`src/rtl/rr_mux4_arbiter_if.sv`:
```
`default_nettype none
// ============================================================================
// Module      : rr_mux4_arbiter_if
// Description : Lane-request and output-slot handshake bundle for the 4:1
//               round-robin lane arbiter. Lane k sits at
//               in_data[k*WIDTH +: WIDTH].
// Revision    : 1.0 - initial release
// ============================================================================
interface rr_mux4_arbiter_if #(
  parameter int WIDTH = 3
);
  logic [3:0]         in_valid;
  logic [4*WIDTH-1:0] in_data;
  logic [3:0]         in_ready;
  logic               out_valid;
  logic [WIDTH-1:0]   out_data;
  logic [1:0]         out_sel;
  logic               out_ready;

  // Arbiter side: consumes lane requests, owns the output slot.
  modport slave (
    input  in_valid,
    input  in_data,
    output in_ready,
    output out_valid,
    output out_data,
    output out_sel,
    input  out_ready
  );

  // Environment side: presents lanes and consumes the output slot.
  modport master (
    output in_valid,
    output in_data,
    input  in_ready,
    input  out_valid,
    input  out_data,
    input  out_sel,
    output out_ready
  );
endinterface
`default_nettype wire

```
`src/rtl/rr_mux4_arbiter.sv`:
```
`default_nettype none
// ============================================================================
// Module      : rr_mux4_arbiter
// Description : Four-lane round-robin arbiter feeding a single registered
//               output slot (data + 2-bit mux select) with valid/ready.
//               Optional per-lane saturating grant counters are enabled by
//               defining RR_MUX4_GRANT_COUNT_EN.
// Revision    : 1.0 - initial release
// ============================================================================
module rr_mux4_arbiter #(
  parameter int WIDTH      = 3,
  parameter int RESET_LAST = 3
) (
  input  wire logic          clk,
  input  wire logic          rst_n,
  rr_mux4_arbiter_if.slave   bus
`ifdef RR_MUX4_GRANT_COUNT_EN
  ,
  input  wire logic          clr_counts,
  output logic [31:0]        grant_count
`endif
);

  localparam logic [1:0] RESET_LAST_IDX = 2'(RESET_LAST);

  typedef enum logic [0:0] {
    ST_EMPTY = 1'b0,
    ST_FULL  = 1'b1
  } state_t;

  state_t           state_q, state_d;
  logic [WIDTH-1:0] out_data_q, out_data_d;
  logic [1:0]       out_sel_q, out_sel_d;
  logic [1:0]       last_grant_q, last_grant_d;

  logic             grant_vld;
  logic [1:0]       grant_idx;
  logic [WIDTH-1:0] grant_data;
  logic             pipe_ready;
  logic             xfer;
  logic [3:0]       in_ready_w;

  // Priority scan starting one past the last granted lane, wrapping mod 4.
  always_comb begin
    logic [1:0] scan_idx;
    grant_vld = 1'b0;
    grant_idx = 2'd0;
    scan_idx  = 2'd0;
    for (int i = 1; i <= 4; i++) begin
      scan_idx = last_grant_q + 2'(i);
      if (!grant_vld && bus.in_valid[scan_idx]) begin
        grant_vld = 1'b1;
        grant_idx = scan_idx;
      end
    end
  end

  // Select the granted lane's data with constant slices only.
  always_comb begin
    grant_data = '0;
    for (int k = 0; k < 4; k++) begin
      if (grant_idx == 2'(k)) begin
        grant_data = bus.in_data[k*WIDTH +: WIDTH];
      end
    end
  end

  // Slot can accept when empty or being drained this cycle; ready is held low during reset.
  always_comb begin
    pipe_ready = (state_q == ST_EMPTY) || bus.out_ready;
    xfer       = grant_vld && pipe_ready && rst_n;
    in_ready_w = 4'b0000;
    for (int k = 0; k < 4; k++) begin
      if (xfer && (grant_idx == 2'(k))) begin
        in_ready_w[k] = 1'b1;
      end
    end
  end

  // Next-state and slot contents: load on transfer, drop to empty on a drain with no grant.
  always_comb begin
    state_d      = state_q;
    out_data_d   = out_data_q;
    out_sel_d    = out_sel_q;
    last_grant_d = last_grant_q;
    if (xfer) begin
      out_data_d   = grant_data;
      out_sel_d    = grant_idx;
      last_grant_d = grant_idx;
    end
    case (state_q)
      ST_EMPTY: begin
        if (xfer) begin
          state_d = ST_FULL;
        end
      end
      ST_FULL: begin
        if (bus.out_ready && !xfer) begin
          state_d = ST_EMPTY;
        end
      end
      default: state_d = ST_EMPTY;
    endcase
  end

  // State register; reset drops the slot immediately and restores initial priority.
  always_ff @(posedge clk or negedge rst_n) begin
    if (!rst_n) begin
      state_q      <= ST_EMPTY;
      out_data_q   <= '0;
      out_sel_q    <= 2'd0;
      last_grant_q <= RESET_LAST_IDX;
    end else begin
      state_q      <= state_d;
      out_data_q   <= out_data_d;
      out_sel_q    <= out_sel_d;
      last_grant_q <= last_grant_d;
    end
  end

  assign bus.in_ready  = in_ready_w;
  assign bus.out_valid = (state_q == ST_FULL);
  assign bus.out_data  = out_data_q;
  assign bus.out_sel   = out_sel_q;

`ifdef RR_MUX4_GRANT_COUNT_EN
  for (genvar k = 0; k < 4; k++) begin : g_cnt
    logic [7:0] cnt_q, cnt_d;

    // Saturating per-lane transfer count; a clear overrides a coincident transfer.
    always_comb begin
      cnt_d = cnt_q;
      if (clr_counts) begin
        cnt_d = 8'd0;
      end else if (in_ready_w[k] && bus.in_valid[k] && (cnt_q != 8'hFF)) begin
        cnt_d = cnt_q + 8'd1;
      end
    end

    // Counter register.
    always_ff @(posedge clk or negedge rst_n) begin
      if (!rst_n) begin
        cnt_q <= 8'd0;
      end else begin
        cnt_q <= cnt_d;
      end
    end

    assign grant_count[k*8 +: 8] = cnt_q;
  end
`endif

endmodule
`default_nettype wire

```
`src/flat_wrapper.sv`:
```
// flat-port wrapper written by rule: the top's interface ports become plain ports
module rr_mux4_arbiter_flat 
#(
  parameter int WIDTH      = 3,
  parameter int RESET_LAST = 3
)
  (clk, rst_n, bus_in_valid, bus_in_data, bus_in_ready, bus_out_valid, bus_out_data, bus_out_sel, bus_out_ready);
  rr_mux4_arbiter_if #(.WIDTH(WIDTH)) bus_i ();
  input  wire logic clk;
  input  wire logic rst_n;
  input wire logic [$bits(bus_i.in_valid)-1:0] bus_in_valid;
  input wire logic [$bits(bus_i.in_data)-1:0] bus_in_data;
  output wire logic [$bits(bus_i.in_ready)-1:0] bus_in_ready;
  output wire logic [$bits(bus_i.out_valid)-1:0] bus_out_valid;
  output wire logic [$bits(bus_i.out_data)-1:0] bus_out_data;
  output wire logic [$bits(bus_i.out_sel)-1:0] bus_out_sel;
  input wire logic [$bits(bus_i.out_ready)-1:0] bus_out_ready;
  assign bus_i.in_valid = bus_in_valid;
  assign bus_i.in_data = bus_in_data;
  assign bus_in_ready = bus_i.in_ready;
  assign bus_out_valid = bus_i.out_valid;
  assign bus_out_data = bus_i.out_data;
  assign bus_out_sel = bus_i.out_sel;
  assign bus_i.out_ready = bus_out_ready;
  rr_mux4_arbiter #(.WIDTH(WIDTH), .RESET_LAST(RESET_LAST)) u_core (.clk(clk), .rst_n(rst_n), .bus(bus_i));
endmodule
```
`config.mk`:
```
export PLATFORM = sky130hd
export DESIGN_NAME = rr_mux4_arbiter_flat
export DESIGN_NICKNAME = d
export VERILOG_FILES = /design/src/rtl/rr_mux4_arbiter_if.sv /design/src/rtl/rr_mux4_arbiter.sv /design/src/flat_wrapper.sv
export SDC_FILE = /design/constraint.sdc
export NUM_CORES = 1
export LEC_CHECK = 0
export ABC_AREA = 1
export CAP_MARGIN = 0
export CORE_MARGIN = 4
export CORE_UTILIZATION = 40
export DETAILED_ROUTE_END_ITERATION = 16
export DONT_BUFFER_PORTS = 1
export PLACE_DENSITY_LB_ADDON = 0.3
export SLEW_MARGIN = 20
export SYNTH_ARGS = -nofsm -noshare
export SYNTH_HDL_FRONTEND = slang
export SYNTH_SLANG_ARGS = --single-unit
```
`constraint.sdc`:
```
create_clock -name clk -period 5.35 [get_ports clk]
set_clock_uncertainty 0.15 [all_clocks]
set_input_delay 1.07 -clock clk [delete_from_list [all_inputs] [get_ports clk]]
set_output_delay 1.07 -clock clk [all_outputs]
set_load 0.005 [all_outputs]
```
==> results of run 1 <==
[logic make-up after synthesis]
logic type      Yosys count  synth area share
simple gates             76             0.518
compound gates           10            0.0738
flops                     8             0.285
buf+inv                  21             0.123
[final cells by class]
class / count / area share
tap: 24 / 0.0399
clock buffer: 4 / 0.0349
multi-input combinational: 86 / 0.561
inverter: 19 / 0.0948
sequential: 8 / 0.270
[metrics by stage]
step                      utilization  cells  worst slack (ns)
after floorplan                     -    115              2.06
after global placement          0.455    137              1.79
after detailed placement        0.455    137              1.76
after CTS                       0.472    141              1.75
after global routing            0.472    141              1.57
final                           0.472    141              1.77
[layout by cell type, fill, tap and decap left out, types with 2 or more instances in the layout]
cell      count
a21oi_1       4
clkbuf_4      3
dfrtp_1       6
dfstp_2       2
inv_1        15
inv_2         4
nand2_1      35
nand2_2       8
nand3_1      12
nand4_1       2
nor2_1        9
nor2_2        4
nor2_4        2
o21ai_0       4
[layer usage]
metal	up-vias	share of wire	track usage
met5	-	0	0
met4	0	0.014	0.0553
met3	3	0.060	0.0473
met2	15	0.46	0.200
met1	292	0.47	0.166
li1	365	-	-
[worst paths after layout]
path                                   startpoint                      to  slack, ns  cells past startpoint
setup / recovery                  bus_in_valid[3]         bus_in_ready[3]       1.77                      9
hold / removal                              rst_n  u_core.bus.out_data[2]       0.36                      0
setup reg to reg           u_core.last_grant_q[0]   u_core.bus.out_sel[0]       3.12                     11
hold reg to reg            u_core.bus.out_data[1]  u_core.bus.out_data[1]       0.36                      2
max in group asynchronous                   rst_n  u_core.last_grant_q[0]       4.52                      0
min in group clk           u_core.bus.out_data[1]  u_core.bus.out_data[1]       0.36                      2
[registers in the layout (all words and copies together) (netlist names)]
register	cells
u_core.bus.out_data	3
u_core.bus.out_sel	2
u_core.last_grant_q	2
u_core.bus.out_valid	1
[power groups by stage]
stage                     combinational, mW  clock (mW)  sequential (mW)
after floorplan                       0.391           0            0.119
after global placement                0.429           0            0.126
after detailed placement              0.432           0            0.126
after CTS                             0.435      0.0513            0.125
after global routing                  0.496      0.0550            0.130
final                                 0.433      0.0496            0.125
[critical path, delay by kind of cell]
| kind | cells | cell delay, ns |
|---|---|---|
| buffers and inverters | 2 | 0.23 |
| AOI/OAI and AO/OA | 2 | 0.51 |
| and+or+nand+nor | 5 | 0.56 |
==> reports/qor.yml, run 1 <==
status: "finished clean"
cp-start-kind: "input port"
ir_drop_uv: 303
cp_max_fo: 11
syn_area_um2: 712
synthArstFlopShare: 1.00
design_area_um2: 752
port_buffers: 0
switchingPower_mw: 0.346
combPwrFrac: 0.713
placed_area_um2: 726
finalCritPeriodShare: 0.670
cts_resized: 0
total_power_mw: 0.607
drc_errors: 0
whs_ns: 0.355
finalSetupViolCount: 0
internal-power_mw: 0.262
syn2layout_area_growth_pct: 5.62
gp_congestion: 0.795
antenna_found_initial: 0
period_minus_slack_ns: 3.58
path_class: "input port to primary output"
grt_max_degree: 12
worstPathRequired_ns: 4.13
clk_pin_slew_worst_paths_ns: 0.06
yosysSeqAreaShare: 0.285
synth_area_per_cell_um2: 6.19
synth_top_area_frac: 0.211
h-tree-depth: 1
cts_root_buffer: "clkbuf_4"
clk_path_buf_depth: 2
finalHoldViolations: 0
max_freq_ghz: 0.279
die_y_um: 50.2
setup_tns_ns: 0
final.fill_count: 173
ioPinCount: 29
postCtsHoldBufs: 0
p_clk_frac: 0.082
worst_slew_pin_slew_ns: 0.705
finalWirelength_um: 1540
die_area_um2: 2520
drive_gt1_frac: 0.214
dp_hpwl_um: 1270
yosysMostFrequentCell: "nand2_1"
maxSlewHeadroom: 0.528
wl_per_cell_um: 10.9
grt.overflow.total: 0
synth_common_cells: "nand2_1, inv_1, nand3_1"
synth_edf_count: 0
p_leak_nw: 0.414
worst_path_largest_cell_delay_ns: 0.29
multi_input_area_um2: 422
yosysWarnings: 0
synth_ff_type: "dfrtp_1"
seqPwrFrac: 0.205
cpMostUsedCell: "nand2_1"
yosys.area.top_type: "dfrtp_1"
cp_cell_sequence: "inv_1, nand2_1, nand2_1, o21ai_1, nand3b_1, o211ai_1, inv_1, nand2_1, nor2_1"
worstPathArrival_ns: 2.36
fin_nets: 137
diodes: 0
synth_nets: 134
first_pass_iters: 5
power_density_nw_per_um2: 808
synthTopCellsByArea: "dfrtp_1, nand2_1, nand3_1, inv_1, dfstp_2"
rsz0062_at_grt: "false"
initial_core_util: 0.447
num_rows: 14
sw_frac_of_total: 0.569
die_x_um: 50.2
end_kind: "primary output"
grt_pass1_wl_um: 2600
via_per_inst: 4.79
synth-seq-cells: 8
synth_cell_types: 21
max-cap-violations: 0
core_area_um2: 1590
cts_tree: "yes"
cts_setup_buffers: 0
postSynthCellCount: 115
final-seq-area_um2: 203
critPathSlowestCell: "o211ai_1"
num_vias: 675
slew_viol_final: 0
ant_nets: 0
grt_pass1_vias: 619
cts_sinks: 8
hp-class: "input port to asynchronous set/reset pin"
cts_buffers: 3
initialDrtViolationCount: 6
grt_usage: 0.131
clk_latency_ns: 0.25
(Power assumes the default switching activity.)
==> run 2, diff against run 1 <==
==> constraint.sdc (replaced) <==
create_clock -name clk -period 3.5 [get_ports clk]
set_clock_uncertainty 0.15 [all_clocks]
set_input_delay 0.7 -clock clk [delete_from_list [all_inputs] [get_ports clk]]
set_output_delay 0.7 -clock clk [all_outputs]
set_load 0.005 [all_outputs]
==> reports/qor.yml, run 2 (same netlist as run 1, synthesis figures left out) <==
status: "finished clean"
period_minus_slack_ns: 3.10
path_class: "register to primary output"
ir_drop_uv: 539
grt_pass1_vias: 616
reg2regPathDepth: 11
design_area_um2: 762
grt_max_degree: 12
finalHoldViolations: 0
rsz0062_at_grt: "false"
wl_met1_um: 722
ioPinCount: 29
p_leak_nw: 0.418
r2r_end: "u_core.bus.out_sel[0]"
met2WireLength_um: 744
worstPathArrival_ns: 2.25
initial_core_util: 0.447
die_area_um2: 2520
layout_commonest_cell: "nand2_1"
worst_slack_ns: 0.396
syn2layout_area_growth_pct: 7.03
grt_pass1_wl_um: 2600
drive_gt1_frac: 0.212
num_vias: 672
largest_reg_flops: 3
first_pass_iters: 4
initialDrtViolationCount: 17
fin_util: 0.478
final.fill_count: 160
total_power_mw: 0.933
top_layer: "met4"
worstReg2RegStart: "u_core.last_grant_q[0]"
mostFrequentLayoutCells: "nand2_1, inv_1, nand3_1"
num_rows: 14
whs_ns: 0.132
max-cap-violations: 0
cts_tree: "yes"
final_cells: 142
max_freq_ghz: 0.322
hp-class: "input port to asynchronous set/reset pin"
end_kind: "primary output"
ant_nets: 0
cts_root_buffer: "clkbuf_4"
drc_errors: 0
die_y_um: 50.2
finalCritPeriodShare: 0.887
grt.overflow.total: 0
cts_sinks: 8
clk_pin_slew_worst_paths_ns: 0.05
power_density_nw_per_um2: 1220
fin_nets: 138
core_area_um2: 1590
gp_congestion: 0.795
dp_hpwl_um: 1280
via_per_inst: 4.73
antenna_found_initial: 0
critPathSlowestCell: "dfstp_2"
cts_buffers: 3
port_buffers: 0
slew_viol_final: 0
die_x_um: 50.2
cp-start-kind: "register"
clk_path_buf_depth: 2
regToRegSetupSlack_ns: 1.27
maxSlewHeadroom: 0.529
wl_per_cell_um: 11.1
grt_usage: 0.132
finalSetupViolCount: 0
finalWirelength_um: 1580
clk_latency_ns: 0.26
worst_path_largest_cell_delay_ns: 0.59
placed_area_um2: 726
h-tree-depth: 1
cp_cell_sequence: "inv_2, nand2_1, nand2_1, o21ai_1, nand3b_1, o211ai_1, inv_1, nand2_1, nor2_1"
worst_slew_pin_slew_ns: 0.703
worstPathRequired_ns: 2.65
cp_max_fo: 11
diodes: 0
placed_cells: 137
setup_tns_ns: 0
met3_length_um: 98
cpMostUsedCell: "nand2_1"
cts_setup_buffers: 0
dp_slack_ns: 0.654
run 2: area by class of cell:
cell class,instances,area (um2),share of cell area
Clock buffer,4,26.3,0.0345
Inverter,19,71.3,0.0936
Multi-Input combinational cell,86,422,0.553
Sequential cell,8,203,0.266
Tap cell,24,30.0,0.0394
Timing Repair Buffer,1,10.0,0.0131
run 2: where the power goes:
group          internal (mW)  switching, mW  total (mW)
clock                 0.0437         0.0333      0.0771
combinational          0.208          0.457       0.665
sequential             0.149         0.0418       0.191
run 2: layer usage:
layer | GRT usage | vias to the layer above
li1 | - | 364
met1 | 0.168 | 291
met2 | 0.202 | 15
met3 | 0.0473 | 2
met4 | 0.0553 | 0
met5 | 0 | -
run 2: timing repair:
item,CTS,global route
hold endpoints to repair,6,0
hold buffers,1,0
gates resized for setup,0,0
run 2: critical path: cells and delay by family, from the launching register on:
family                 cells  cell delay, ns
and+or+nand+nor            5            0.59
DFF                        1            0.59
AOI/OAI and AO/OA          2            0.51
buffers and inverters      2            0.31
run 2: worst max path at each step:
stage | start | endpoint | slack (ns)
6_report | u_core.last_grant_q[0] | bus_in_ready[3] | 0.40
5_1_grt | u_core.last_grant_q[0] | bus_in_ready[1] | 0.21
4_1_cts | u_core.last_grant_q[0] | bus_in_ready[3] | 0.40
3_5_place_dp | bus_in_valid[2] | bus_in_ready[3] | 0.65
3_3_place_gp | bus_in_valid[2] | bus_in_ready[3] | 0.68
2_1_floorplan | bus_in_valid[3] | bus_in_ready[1] | 0.95
==> run 3, diff against run 2 <==
--- a/config.mk
+++ b/config.mk
@@ -7,11 +7,12 @@
 export LEC_CHECK = 0
 export ABC_AREA = 1
 export CAP_MARGIN = 0
-export CORE_MARGIN = 4
-export CORE_UTILIZATION = 40
+export CORE_AREA = 4 4 41 43
 export DETAILED_ROUTE_END_ITERATION = 16
+export DIE_AREA = 0 0 45 47
 export DONT_BUFFER_PORTS = 1
 export PLACE_DENSITY_LB_ADDON = 0.3
+export SETUP_SLACK_MARGIN = 0.02
 export SLEW_MARGIN = 20
 export SYNTH_ARGS = -nofsm -noshare
 export SYNTH_HDL_FRONTEND = slang
==> reports/qor.yml, run 3 (same netlist as run 1, synthesis figures left out) <==
status: "finished clean"
hp-class: "input port to asynchronous set/reset pin"
fin_nets: 138
worstReg2RegStart: "u_core.last_grant_q[0]"
critical_path_buf_inv_count: 2
whs_ns: 0.150
initialDrtViolationCount: 13
grt_usage: 0.157
clk_pin_slew_worst_paths_ns: 0.05
setup_tns_ns: 0
grt_pass1_wl_um: 2440
path_class: "register to primary output"
power_density_nw_per_um2: 1230
grt_pass1_vias: 625
critPathSlowestCell: "dfstp_2"
core_area_um2: 1300
postCtsHoldBufs: 1
cts_buffers: 3
placed_area_um2: 714
gp_congestion: 0.764
critPathLaunch: "u_core.last_grant_q[0]"
design_area_um2: 751
dp_hpwl_um: 1200
wl_per_cell_um: 10.8
layout_commonest_cell: "nand2_1"
worstPathRequired_ns: 2.65
end_kind: "primary output"
max_freq_ghz: 0.325
worst_slew_pin_slew_ns: 0.663
cp_max_fo: 11
die_x_um: 45
antenna_found_initial: 0
num_vias: 670
cp_cell_sequence: "inv_2, nand2_1, nand2_2, nand2_2, nand2_4, nor2_4, nand3b_1, o211ai_1, inv_1, nand2_1, nor2_1"
grt_max_degree: 12
drc_errors: 0
first_pass_iters: 4
via_per_inst: 5.04
die_y_um: 47
crit_family: "simple AND/OR/NAND/NOR gates"
maxSlewHeadroom: 0.556
period_minus_slack_ns: 3.08
port_buffers: 0
rsz0062_at_grt: "false"
finalSetupViolCount: 0
ir_drop_uv: 486
cts_tree: "yes"
drive_gt1_frac: 0.212
r2r_end: "u_core.last_grant_q[0]"
worstPathArrival_ns: 2.23
num_rows: 13
diodes: 0
finalHoldViolations: 0
largest_reg_flops: 3
cp-start-kind: "register"
clk_path_buf_depth: 2
worst_path_largest_cell_delay_ns: 0.59
slew_viol_final: 0
initial_core_util: 0.547
h-tree-depth: 1
syn2layout_area_growth_pct: 5.45
regToRegSetupSlack_ns: 1.24
finalWirelength_um: 1430
p_leak_nw: 0.418
mostFrequentLayoutCells: "nand2_1, inv_1, nand3_1"
ant_nets: 0
cts_sinks: 8
reg2regPathDepth: 11
cts_root_buffer: "clkbuf_4"
cts_resized: 0
grt.overflow.total: 0
die_area_um2: 2120
endpoint: "bus_in_ready[1]"
total_power_mw: 0.925
finalCritPeriodShare: 0.879
cts_setup_buffers: 0
max-cap-violations: 0
ioPinCount: 29
clk_latency_ns: 0.24
path_depth: 11
-- run 3: worst register-to-register path, stage by stage (launching register included) --
cell,delay [ns]
dfstp_2,0.59
inv_2,0.11
nand2_1,0.09
nand2_2,0.08
nand2_2,0.10
nand2_4,0.07
nor2_4,0.12
nand3b_1,0.10
o211ai_1,0.31
inv_1,0.18
nand2_1,0.17
o21ai_0,0.11
-- run 3: how the worst min path moves through the flow --
stage                                        end  slack, ns  depth (start not counted)
final                     u_core.last_grant_q[0]       0.15                          0
after global routing      u_core.last_grant_q[0]       0.13                          0
after CTS                 u_core.last_grant_q[0]       0.14                          0
after detailed placement  u_core.bus.out_data[2]       0.25                          0
after global placement    u_core.bus.out_data[2]       0.25                          0
after floorplan           u_core.bus.out_data[0]       0.25                          0
-- run 3: area by class of cell --
cell class | count | area [um2]
Clock buffer | 4 | 26.3
Fill cell | 126 | 551
Inverter | 19 | 71.3
Multi-Input combinational cell | 86 | 422
Sequential cell | 8 | 203
Tap cell | 15 | 18.8
Timing Repair Buffer | 1 | 10.0
-- run 3: metrics by stage --
stage           util  instances  worst slack (ns)
6_report       0.577        133             0.424
5_1_grt        0.577        133             0.187
4_1_cts        0.577        133             0.420
3_5_place_dp   0.549        128             0.668
3_3_place_gp   0.549        128             0.730
2_1_floorplan      -        115             0.946
-- run 3: where the power goes --
part / internal (mW) / leakage [nW] / total (mW) / switching [mW]
Sequential: 0.149 / 0.0943 / 0.190 / 0.0411
Clock: 0.0433 / 0.0150 / 0.0704 / 0.0271
Combinational: 0.208 / 0.309 / 0.664 / 0.456
-- run 3: metal layers --
| metal | global-route usage | routed length (um) | share of wire | vias up |
|---|---|---|---|---|
| met5 | 0 | 0 | 0 | - |
| met4 | 0.0877 | 12 | 0.0084 | 0 |
| met3 | 0.0345 | 109 | 0.076 | 2 |
| met2 | 0.251 | 709 | 0.50 | 13 |
| met1 | 0.195 | 599 | 0.42 | 290 |
| li1 | - | - | - | 365 |
